===== config.mk =====
export PLATFORM = sky130hd
export DESIGN_NAME = adder_slice_sequencer
export DESIGN_NICKNAME = d
export VERILOG_FILES = /design/src/rtl/adder_slice_sequencer.sv
export SDC_FILE = /design/constraint.sdc
export NUM_CORES = 1
export LEC_CHECK = 0
export ABC_AREA = 0
export BUFFER_PORTS_ARGS = -buffer_cell sky130_fd_sc_hd__buf_2
export CAP_MARGIN = 20
export CORE_UTILIZATION = 54
export CTS_CLUSTER_SIZE = 20
export DETAILED_ROUTE_END_ITERATION = 10
export HOLD_SLACK_MARGIN = 0.08
export PLACE_DENSITY = 0.89
export SLEW_MARGIN = 0
export SYNTH_ARGS = -nofsm -noshare
export SYNTH_HDL_FRONTEND = slang
export SYNTH_SLANG_ARGS = --single-unit

===== constraint.sdc =====
create_clock -name clk -period 2.4 [get_ports clk]
set_input_delay 0.36 -clock clk [delete_from_list [all_inputs] [get_ports clk]]
set_output_delay 0.36 -clock clk [all_outputs]
set_load 0.03 [all_outputs]

===== src/rtl/adder_slice_sequencer.sv =====
// Digit-serial adder controller: drives one external 2-bit adder slice for
// WIDTH/2 cycles, least-significant digit first, feeding carry back each digit.
module adder_slice_sequencer #(
   parameter int WIDTH = 16
) (
   input  logic             clk,
   input  logic             rst_n,
   input  logic             start,
   input  logic [WIDTH-1:0] A,
   input  logic [WIDTH-1:0] B,
   input  logic             cin,
   output logic             busy,
   output logic             done,
   output logic [WIDTH-1:0] sum,
   output logic             cout,
   output logic [1:0]       slice_a,
   output logic [1:0]       slice_b,
   output logic             slice_cin,
   input  logic [1:0]       slice_sum,
   input  logic             slice_cout
);

   localparam int N  = WIDTH / 2;
   localparam int CW = (N < 2) ? 1 : $clog2(N + 1);
   localparam logic [CW-1:0] CNT_LAST = CW'(N - 1);

   typedef enum logic [1:0] {
      IDLE = 2'b00,
      RUN  = 2'b01,
      DONE = 2'b10
   } state_t;

   state_t           state_r;
   state_t           state_next_s;
   logic [WIDTH-1:0] a_sh_r;
   logic [WIDTH-1:0] b_sh_r;
   logic [WIDTH-1:0] res_sh_r;
   logic [WIDTH-1:0] res_next_s;
   logic             carry_r;
   logic [CW-1:0]    cnt_r;
   logic             busy_r;
   logic             done_r;
   logic [WIDTH-1:0] sum_r;
   logic             cout_r;

   // Next-state decode
   always_comb begin
      state_next_s = state_r;
      case (state_r)
         IDLE: begin
            if (start) begin
               state_next_s = RUN;
            end else begin
               state_next_s = IDLE;
            end
         end
         RUN: begin
            if (cnt_r == CNT_LAST) begin
               state_next_s = DONE;
            end else begin
               state_next_s = RUN;
            end
         end
         DONE:    state_next_s = IDLE;
         default: state_next_s = IDLE;
      endcase
   end

   // Slice drive depends only on state and registers, never on inputs
   always_comb begin
      slice_a   = 2'b00;
      slice_b   = 2'b00;
      slice_cin = 1'b0;
      if (state_r == RUN) begin
         slice_a   = a_sh_r[1:0];
         slice_b   = b_sh_r[1:0];
         slice_cin = carry_r;
      end else begin
         slice_a   = 2'b00;
         slice_b   = 2'b00;
         slice_cin = 1'b0;
      end
   end

   // New digit enters at the top of the result shift register
   always_comb begin
      res_next_s = (res_sh_r >> 2) | (WIDTH'(slice_sum) << (WIDTH - 2));
   end

   // State and registered status outputs
   always_ff @(posedge clk or negedge rst_n) begin
      if (!rst_n) begin
         state_r <= IDLE;
         busy_r  <= 1'b0;
         done_r  <= 1'b0;
      end else begin
         state_r <= state_next_s;
         busy_r  <= (state_next_s == RUN) || (state_next_s == DONE);
         done_r  <= (state_next_s == DONE);
      end
   end

   // Operand/result datapath
   always_ff @(posedge clk or negedge rst_n) begin
      if (!rst_n) begin
         a_sh_r   <= {WIDTH{1'b0}};
         b_sh_r   <= {WIDTH{1'b0}};
         res_sh_r <= {WIDTH{1'b0}};
         carry_r  <= 1'b0;
         cnt_r    <= {CW{1'b0}};
         sum_r    <= {WIDTH{1'b0}};
         cout_r   <= 1'b0;
      end else begin
         case (state_r)
            IDLE: begin
               if (start) begin
                  a_sh_r   <= A;
                  b_sh_r   <= B;
                  carry_r  <= cin;
                  cnt_r    <= {CW{1'b0}};
                  res_sh_r <= {WIDTH{1'b0}};
               end
            end
            RUN: begin
               res_sh_r <= res_next_s;
               carry_r  <= slice_cout;
               a_sh_r   <= a_sh_r >> 2;
               b_sh_r   <= b_sh_r >> 2;
               cnt_r    <= cnt_r + CW'(1);
               if (cnt_r == CNT_LAST) begin
                  sum_r  <= res_next_s;
                  cout_r <= slice_cout;
               end
            end
            DONE: begin
               cnt_r <= cnt_r;
            end
            default: begin
               cnt_r <= {CW{1'b0}};
            end
         endcase
      end
   end

   assign busy = busy_r;
   assign done = done_r;
   assign sum  = sum_r;
   assign cout = cout_r;

endmodule

# After elaboration in Yosys (flattened, before gate mapping)
# Cells that the tools add are included.
# totals
reg_bits	74
latchBits	0
mem_bits_rw	0
rom_bits	0
in_bits	39
out_inout_bits	24
n_memories	0
# op_classes
n_addsub	1
multipliers	0
div_mod_pow	0
magnitude_cmp	0
n_eq_ne	6
shift	0
muxes	16
n_bitwise	2
reduce_logical	6
# ops
cell	n
one-hot mux 16 bit (2 select lines)	3
2-to-1 mux 16 bit	3
bitwise OR 14 x 16 -> 16 bit	1
one-hot mux 4 bit (3 select lines)	1
2-to-1 mux 2 bit	3
AND reduction 2 bit	3
adder 4 x 1 -> 4 bit, second input constant	1
equality test 2 x 1 -> 1 bit, second input constant	2
equality test 2 bit, second input constant	2
equality test 4 x 3 -> 1 bit, second input constant	1
2-to-1 mux 4 bit	1
one-hot mux 2 bit (2 select lines)	1
2-to-1 mux 1 bit	3
zero test 2 bit	1
inequality test 2 bit, second input constant	1
one-hot mux 1 bit (2 select lines)	1
nonzero test 2 bit	1
logical OR 1 bit	1
inverter 1 bit	1

# Logic depth before layout (Yosys ltp)
# Gate-level depths: netlist of run 1.
# logic_depth
word_depth	5
ltp_mapped	7
mapped_depth_nobuf	6

# Worst setup path before layout of run 1
# Ideal clock, no wire load.
# synth_path
kind	reg-to-output
from	register state_r[0]
to	output port slice_a[0]
t_arrival_ns	1.359
path_slack_ns	0.681
stages_incl_launch_ff	5
path_cell_list	dfrtp_1 -> buf_2 -> nor2b_1 -> clkbuf_1 -> and2_1
# synth_via
elab_chain_len	2
# synth_lines
item	line_no	rtl
start: declaration	33	state_t state_r;
start signal: assignment	97	state_r <= state_next_s;
equality test 2 x 1 -> 1 bit	74	if (state_r == RUN) begin
2-to-1 mux 2 bit	74	
end: declaration	16	output logic [1:0] slice_a,
# No other way between the ends.

# Worst setup path in the final report of run 1
# layout_path
from	register state_r[0]
to	output port slice_cin
# layout_via
elab_chain_len	2
# layout_lines
item	line_no	rtl
equality test 2 x 1 -> 1 bit	74	
2-to-1 mux 1 bit	74	
end: declaration	18	output logic slice_cin,
# No other way between the ends.

==> results of run 1 <==
==> registers in the layout (all words and copies together) (netlist names) <==
| signal | flops |
|---|---|
| b_sh_r | 16 |
| carry_r | 1 |
| done | 1 |
| a_sh_r | 16 |
| state_r | 2 |
| cout | 1 |
| sum | 16 |
| res_sh_r | 14 |
| busy | 1 |
| cnt_r | 4 |
==> path summary, 6_finish.rpt <==
path,from,end,depth (start not counted)
min in group asynchronous,rst_n,sum[13],2
hold / removal,B[2],b_sh_r[2],3
max in group asynchronous,rst_n,a_sh_r[8],3
setup reg to reg,state_r[0],res_sh_r[11],3
setup / recovery,state_r[0],slice_cin,3
hold reg to reg,sum[5],sum[5],1
==> tightest hold or removal path, cell delays in order <==
cell and delay (ns):
buf_2 0.09, nand2_1 0.05, a31oi_1 0.07
==> cells by family (layout without fill, tap and decap cells) <==
| group | Yosys count | count (layout) | share of synthesized area (%) |
|---|---|---|---|
| flops | 72 | 72 | 58.94 |
| simple gates | 111 | 111 | 15.39 |
| mux | 18 | 18 | 7.736 |
| xor+xnor | 2 | 2 | 0.5732 |
| buf+inv | 21 | 89 | 3.889 |
| compound gates | 56 | 56 | 12.65 |
| fa+ha+maj | 2 | 2 | 0.8185 |
==> routing by layer <==
metal	up-vias	GRT usage (%)
li1	1088	-
met1	1125	29.49
met2	58	34.87
met3	12	4.881
met4	0	11.70
met5	-	0
==> power by group through the flow <==
stage	Combinational, mW	Sequential, mW	Clock [mW]
floorplan	1.44	2.25	0
global placement	2.02	2.08	0
detailed placement	2.11	2.10	0
CTS	2.11	2.09	0.930
global route	2.31	2.15	0.976
finish	2.09	2.09	0.920
==> final cells by class <==
class / instances / area [µm²]
inverters: 1 / 3.754
well taps: 72 / 90.09
repair buffers: 72 / 387.9
clock buffers: 11 / 131.4
flip-flops and latches: 72 / 1802
clock inverters: 5 / 57.56
multi-input cells: 189 / 1141
fillers: 441 / 1859
==> layout by cell type, fill, tap and decap left out <==
master and count:
inv_1 1, clkbuf_1 2, a211o_1 1, buf_4 9
dfrtp_1 72, nor2_1 33, a21oi_1 4, a211oi_1 1
a31oi_1 29, o21ai_0 4, clkbuf_8 9, nor2b_1 4
nand2b_4 1, buf_2 62, dlygate4sd3_1 1, mux2_4 9
nand2b_1 1, nor3_4 1, clkinvlp_4 3, nor2b_2 2
nand2_1 63, bufinv_16 1, mux2_2 9, a22o_1 17
and2_1 5, nand3_1 1, clkinv_2 1, xnor2_1 1
xor2_1 1, ha_1 2
==> timing repair <==
item	4_1_cts	5_1_grt
hold buffers	1	0
endpoints found under the setup margin	0	0
hold endpoints to repair	18	0
==> impl_metrics.csv, run 1 <==
group,metric,value,unit
outcome,outcome,"finished clean",
floorplanning,die_height,77.24,µm
placed_design,place.port_buffers,62,
synthesis,yosysWarnings,0,
synthesis,syn_nets,323,
global_routing,grt.total_usage,22.41,%
power,power_frac_seq,40.9,%
cts,clk_latency,0.35,ns
synthesis,ys_types,26,
placed_design,dpl_cell_area,3415,µm²
worst_setup_path,cp_cell_sequence,"nor2b_2 -> and2_1 -> buf_2",
global_routing,antenna_found_initial,0,
worst_setup_path,end_kind,"output port",
timing,hold_viol_final,0,
timing,setup_violations,0,
timing,skew,0.01067,ns
floorplanning,initial_core_util,55.85,%
floorplanning,floorplan.io_pins,63,
power,peakVddDrop,0.0005876,V
detailed_routing,drt-total-wl,5910,µm
timing,min_period,2.053,ns
global_routing,grt_max_degree,59,
placed_design,hpwlAfterDp,4110,µm
synthesis,async_flop_share,100.0,%
detailed_routing,wl_per_cell,14.00,µm
worst_setup_path,critPathKind,"flop to output port",
detailed_routing,wl_met3,241,µm
global_routing,first_global_vias,2306,
synthesis,synth_top_cells_by_area,"dfrtp_1, nand2_1, a31oi_1",
timing,worst_slew_pin_slew,0.9217,ns
detailed_routing,first_pass_iters,5,
cts,cts_resized,0,
finish,drive_gt1_share,30.57,%
worst_setup_path,required,2.04,ns
timing,whs,0.2533,ns
cts,root_buffer,"clkbuf_8",
power,p_switching,2.013,mW
cts,cts-buffers-inserted,9,
floorplanning,placementRows,27,
power,leakage,1.756,nW
floorplanning,die_area,5965,µm²
synthesis,synth_most_common_cell,"dfrtp_1",
timing,drv_slew,0,
detailed_routing,drt.antenna.violating_nets,0,
cts,clock_sinks,72,
finish,final_area,3613,µm²
timing,fin_ws,0.3466,ns
cts,cts_tree,"yes",
timing,timing.final.crit_share,85.56,%
timing,slew_headroom,38.33,%
synthesis,yosys.area.top_type,"dfrtp_1",
detailed_routing,vias,2283,
synthesis,syn_inst,282,
finish,nets,386,
power,power-per-cell-area,1412,nW/µm²
synthesis,synthTopCellsByCount,"dfrtp_1, nand2_1, nor2_1",
timing,fin_setup_tns,0,ns
placed_design,placed_cells,405,
cts,path_clk_slew,0.08,ns
cts,h-tree-depth,3,
synthesis,syn_area_per_cell,10.84,µm²
worst_setup_path,crit_path_start_kind,"flop",
finish,area_growth,18.22,%
finish,final_util,66.03,%
flow_run,maxCapViolCount,0,
worst_setup_path,crit_fanout,10,
worst_setup_path,cp.arrival,1.69,ns
power,power,5.102,mW
floorplanning,die_w,77.24,µm
synthesis,synth_top_area_share,58.94,%
detailed_routing,wl_met2,2872,µm
global_routing,grt_pass1_wl,10260,µm
min_path,hold_path.class,"input pin to flop",
worst_setup_path,r2r_setup_slack,0.58,ns
power,intPower,3.090,mW
synthesis,synth-seq-cells,72,
cts,clockBufferDepth,2,
detailed_routing,dr.max_layer_used,"met4",
worst_setup_path,slowest_stage,"dfrtp_1",
timing,rsz0062_at_grt,"no",
finish,diodes,0,
worst_setup_path,worst-path-buf-inv,1,
detailed_routing,drt-initial-drc-count,190,
synthesis,synth.cell_area,3057,µm²
cts,post_cts_buffers,0,
synthesis,ys_seq_area_share,58.94,%
timing,fmax,487.0,MHz
detailed_routing,via_per_inst,5.410,
power,power_switching_share,39.45,%
power,power_frac_comb,41.1,%
worst_setup_path,crit_family,"simple AND/OR/NAND/NOR gates",
detailed_routing,wl_met1,2657,µm
global_routing,grt_overflow_total,0,
worst_setup_path,cp_slowest_stage_delay,0.53,ns
finish,stdcell_count,422,
placed_design,routabilityCongestion,0.7976,
synthesis,ys.flop_type,"dfrtp_1",
power,clockPowerShare,18.0,%
floorplanning,core_area,5473,µm²
synthesis,synth-edff-count,0,
detailed_routing,drc,0,
placed_design,place_ws,0.6351,ns
Power figures use the tool's default switching activity.
==> inputs of run 2 (changes only) <==
CORE_UTILIZATION = 56   (was 54)
CTS_BUF_LIST = sky130_fd_sc_hd__clkbuf_4 sky130_fd_sc_hd__clkbuf_8   (was not set)
PLACE_DENSITY = 0.91   (was 0.89)
==> impl_metrics.csv, run 2 (synthesis gave the netlist of run 1 again) <==
group,metric,value,unit
outcome,outcome,"finished clean",
detailed_routing,via_per_inst,5.540,
cts,clockBufferDepth,2,
cts,clock_sinks,72,
power,power,5.212,mW
cts,clk_latency,0.34,ns
worst_setup_path,worstSetupStartpoint,"state_r[0]",
min_path,hold_path.class,"input pin to flop",
finish,nets,384,
detailed_routing,vias,2310,
worst_setup_path,r2r_end,"res_sh_r[2]",
worst_setup_path,end_kind,"output port",
placed_design,routabilityCongestion,0.8106,
floorplanning,die_w,75.88,µm
cts,cts_hold_buf,1,
power,peakVddDrop,0.0007489,V
cts,post_cts_buffers,0,
timing,min_period,2.011,ns
power,leakage,1.774,nW
finish,mostFrequentLayoutCells,"dfrtp_1, nand2_1, buf_2, nor2_1, a31oi_1",
finish,stdcell_count,417,
worst_setup_path,cp_cell_sequence,"nor2b_2 -> and2_1 -> buf_2",
timing,fin_setup_tns,0,ns
cts,cts-buffers-inserted,9,
global_routing,grt.total_usage,25.24,%
cts,root_buffer,"clkbuf_8",
finish,drive_gt1_share,30.55,%
global_routing,grt_overflow_total,0,
timing,rsz0062_at_grt,"no",
timing,worst_slew_pin_slew,0.8806,ns
floorplanning,initial_core_util,59.10,%
global_routing,first_global_vias,2257,
floorplanning,placementRows,26,
worst_setup_path,rr_worst_depth,3,
floorplanning,floorplan.io_pins,63,
detailed_routing,wl_per_cell,15.34,µm
worst_setup_path,cp.arrival,1.65,ns
worst_setup_path,path_depth,3,
worst_setup_path,worst-path-buf-inv,1,
timing,drv_slew,0,
detailed_routing,first_pass_iters,4,
timing,hold_viol_final,0,
global_routing,grt_pass1_wl,10510,µm
worst_setup_path,r2r-start,"state_r[0]",
power,power-per-cell-area,1438,nW/µm²
floorplanning,die_height,75.88,µm
worst_setup_path,crit_fanout,10,
finish,final_area,3625,µm²
timing,slew_headroom,41.07,%
global_routing,grt_max_degree,73,
finish,diodes,0,
worst_setup_path,slowest_stage,"dfrtp_1",
worst_setup_path,r2r_setup_slack,0.63,ns
finish,nFillCells,345,
cts,cts_tree,"yes",
global_routing,antenna_found_initial,0,
cts,h-tree-depth,3,
placed_design,place_ws,0.6697,ns
placed_design,place.port_buffers,62,
worst_setup_path,crit_family,"simple AND/OR/NAND/NOR gates",
detailed_routing,drt-initial-drc-count,158,
finish,area_growth,18.58,%
timing,fin_ws,0.3890,ns
detailed_routing,drt.antenna.violating_nets,0,
finish,final_common_cell,"dfrtp_1",
floorplanning,core_area,5172,µm²
finish,final_util,70.08,%
detailed_routing,drt-total-wl,6397,µm
detailed_routing,drc,0,
worst_setup_path,critPathKind,"flop to output port",
timing,fmax,497.3,MHz
worst_setup_path,crit_path_start_kind,"flop",
flow_run,maxCapViolCount,0,
timing,skew,0.006770,ns
placed_design,hpwlAfterDp,4062,µm
cts,cts_resized,0,
timing,timing.final.crit_share,83.79,%
floorplanning,die_area,5758,µm²
timing,setup_violations,0,
placed_design,dpl_cell_area,3410,µm²
placed_design,placed_cells,401,
worst_setup_path,cp_slowest_stage_delay,0.54,ns
worst_setup_path,required,2.04,ns
cts,path_clk_slew,0.08,ns
min_path,holdPathStages,3,
timing,whs,0.2650,ns
worst_setup_path,endpoint,"slice_cin",
## run 2: changes by cell type in the layout (fill, tap and decap cells not counted)
cell and change:
buf_4 -3, clkinv_2 +1, clkbuf_1 -2, buf_12 +1, clkinvlp_4 -3, clkbuf_8 +3
## run 2: worst min path at each step
stage	from	end	slack, ns
finish	B[2]	b_sh_r[2]	0.26
global route	slice_sum[0]	res_sh_r[14]	0.27
CTS	B[2]	b_sh_r[2]	0.26
detailed placement	rst_n	sum[9]	0.42
global placement	rst_n	sum[11]	0.41
floorplan	rst_n	a_sh_r[0]	0.06
## run 2: layout make-up
cell class	count	area [µm²]	area share [%]
Tap cell	70	87.58	2.416
Clock inverter	3	40.04	1.105
Sequential cell	72	1802	49.71
Clock buffer	12	165.2	4.556
Timing Repair Buffer	70	385.4	10.63
Multi-Input combinational cell	189	1141	31.48
Inverter	1	3.754	0.1036
## run 2: worst register-to-register path: cells and delay by family, from the launching register on
| kind | cells | cell delay, ns |
|---|---|---|
| simple gates | 2 | 0.97 |
| flops | 1 | 0.50 |
| compound gates | 1 | 0.24 |
## run 2: report_power, final
group / total (mW) / internal (mW) / leakage (nW) / switching [mW]
Clock: 0.981 / 0.556 / 0.108 / 0.425
Sequential: 2.10 / 1.75 / 0.895 / 0.350
Combinational: 2.13 / 0.862 / 0.770 / 1.27
Total: 5.21 / 3.17 / 1.77 / 2.04
## run 2: routing by layer
layer / up-vias / routed length, µm / global-route usage, %
met2: 70 / 3197 / 40.61
li1: 1085 / - / -
met1: 1136 / 2753 / 32.07
met3: 19 / 249 / 4.101
met4: 0 / 197 / 15.64
met5: - / 0 / 0
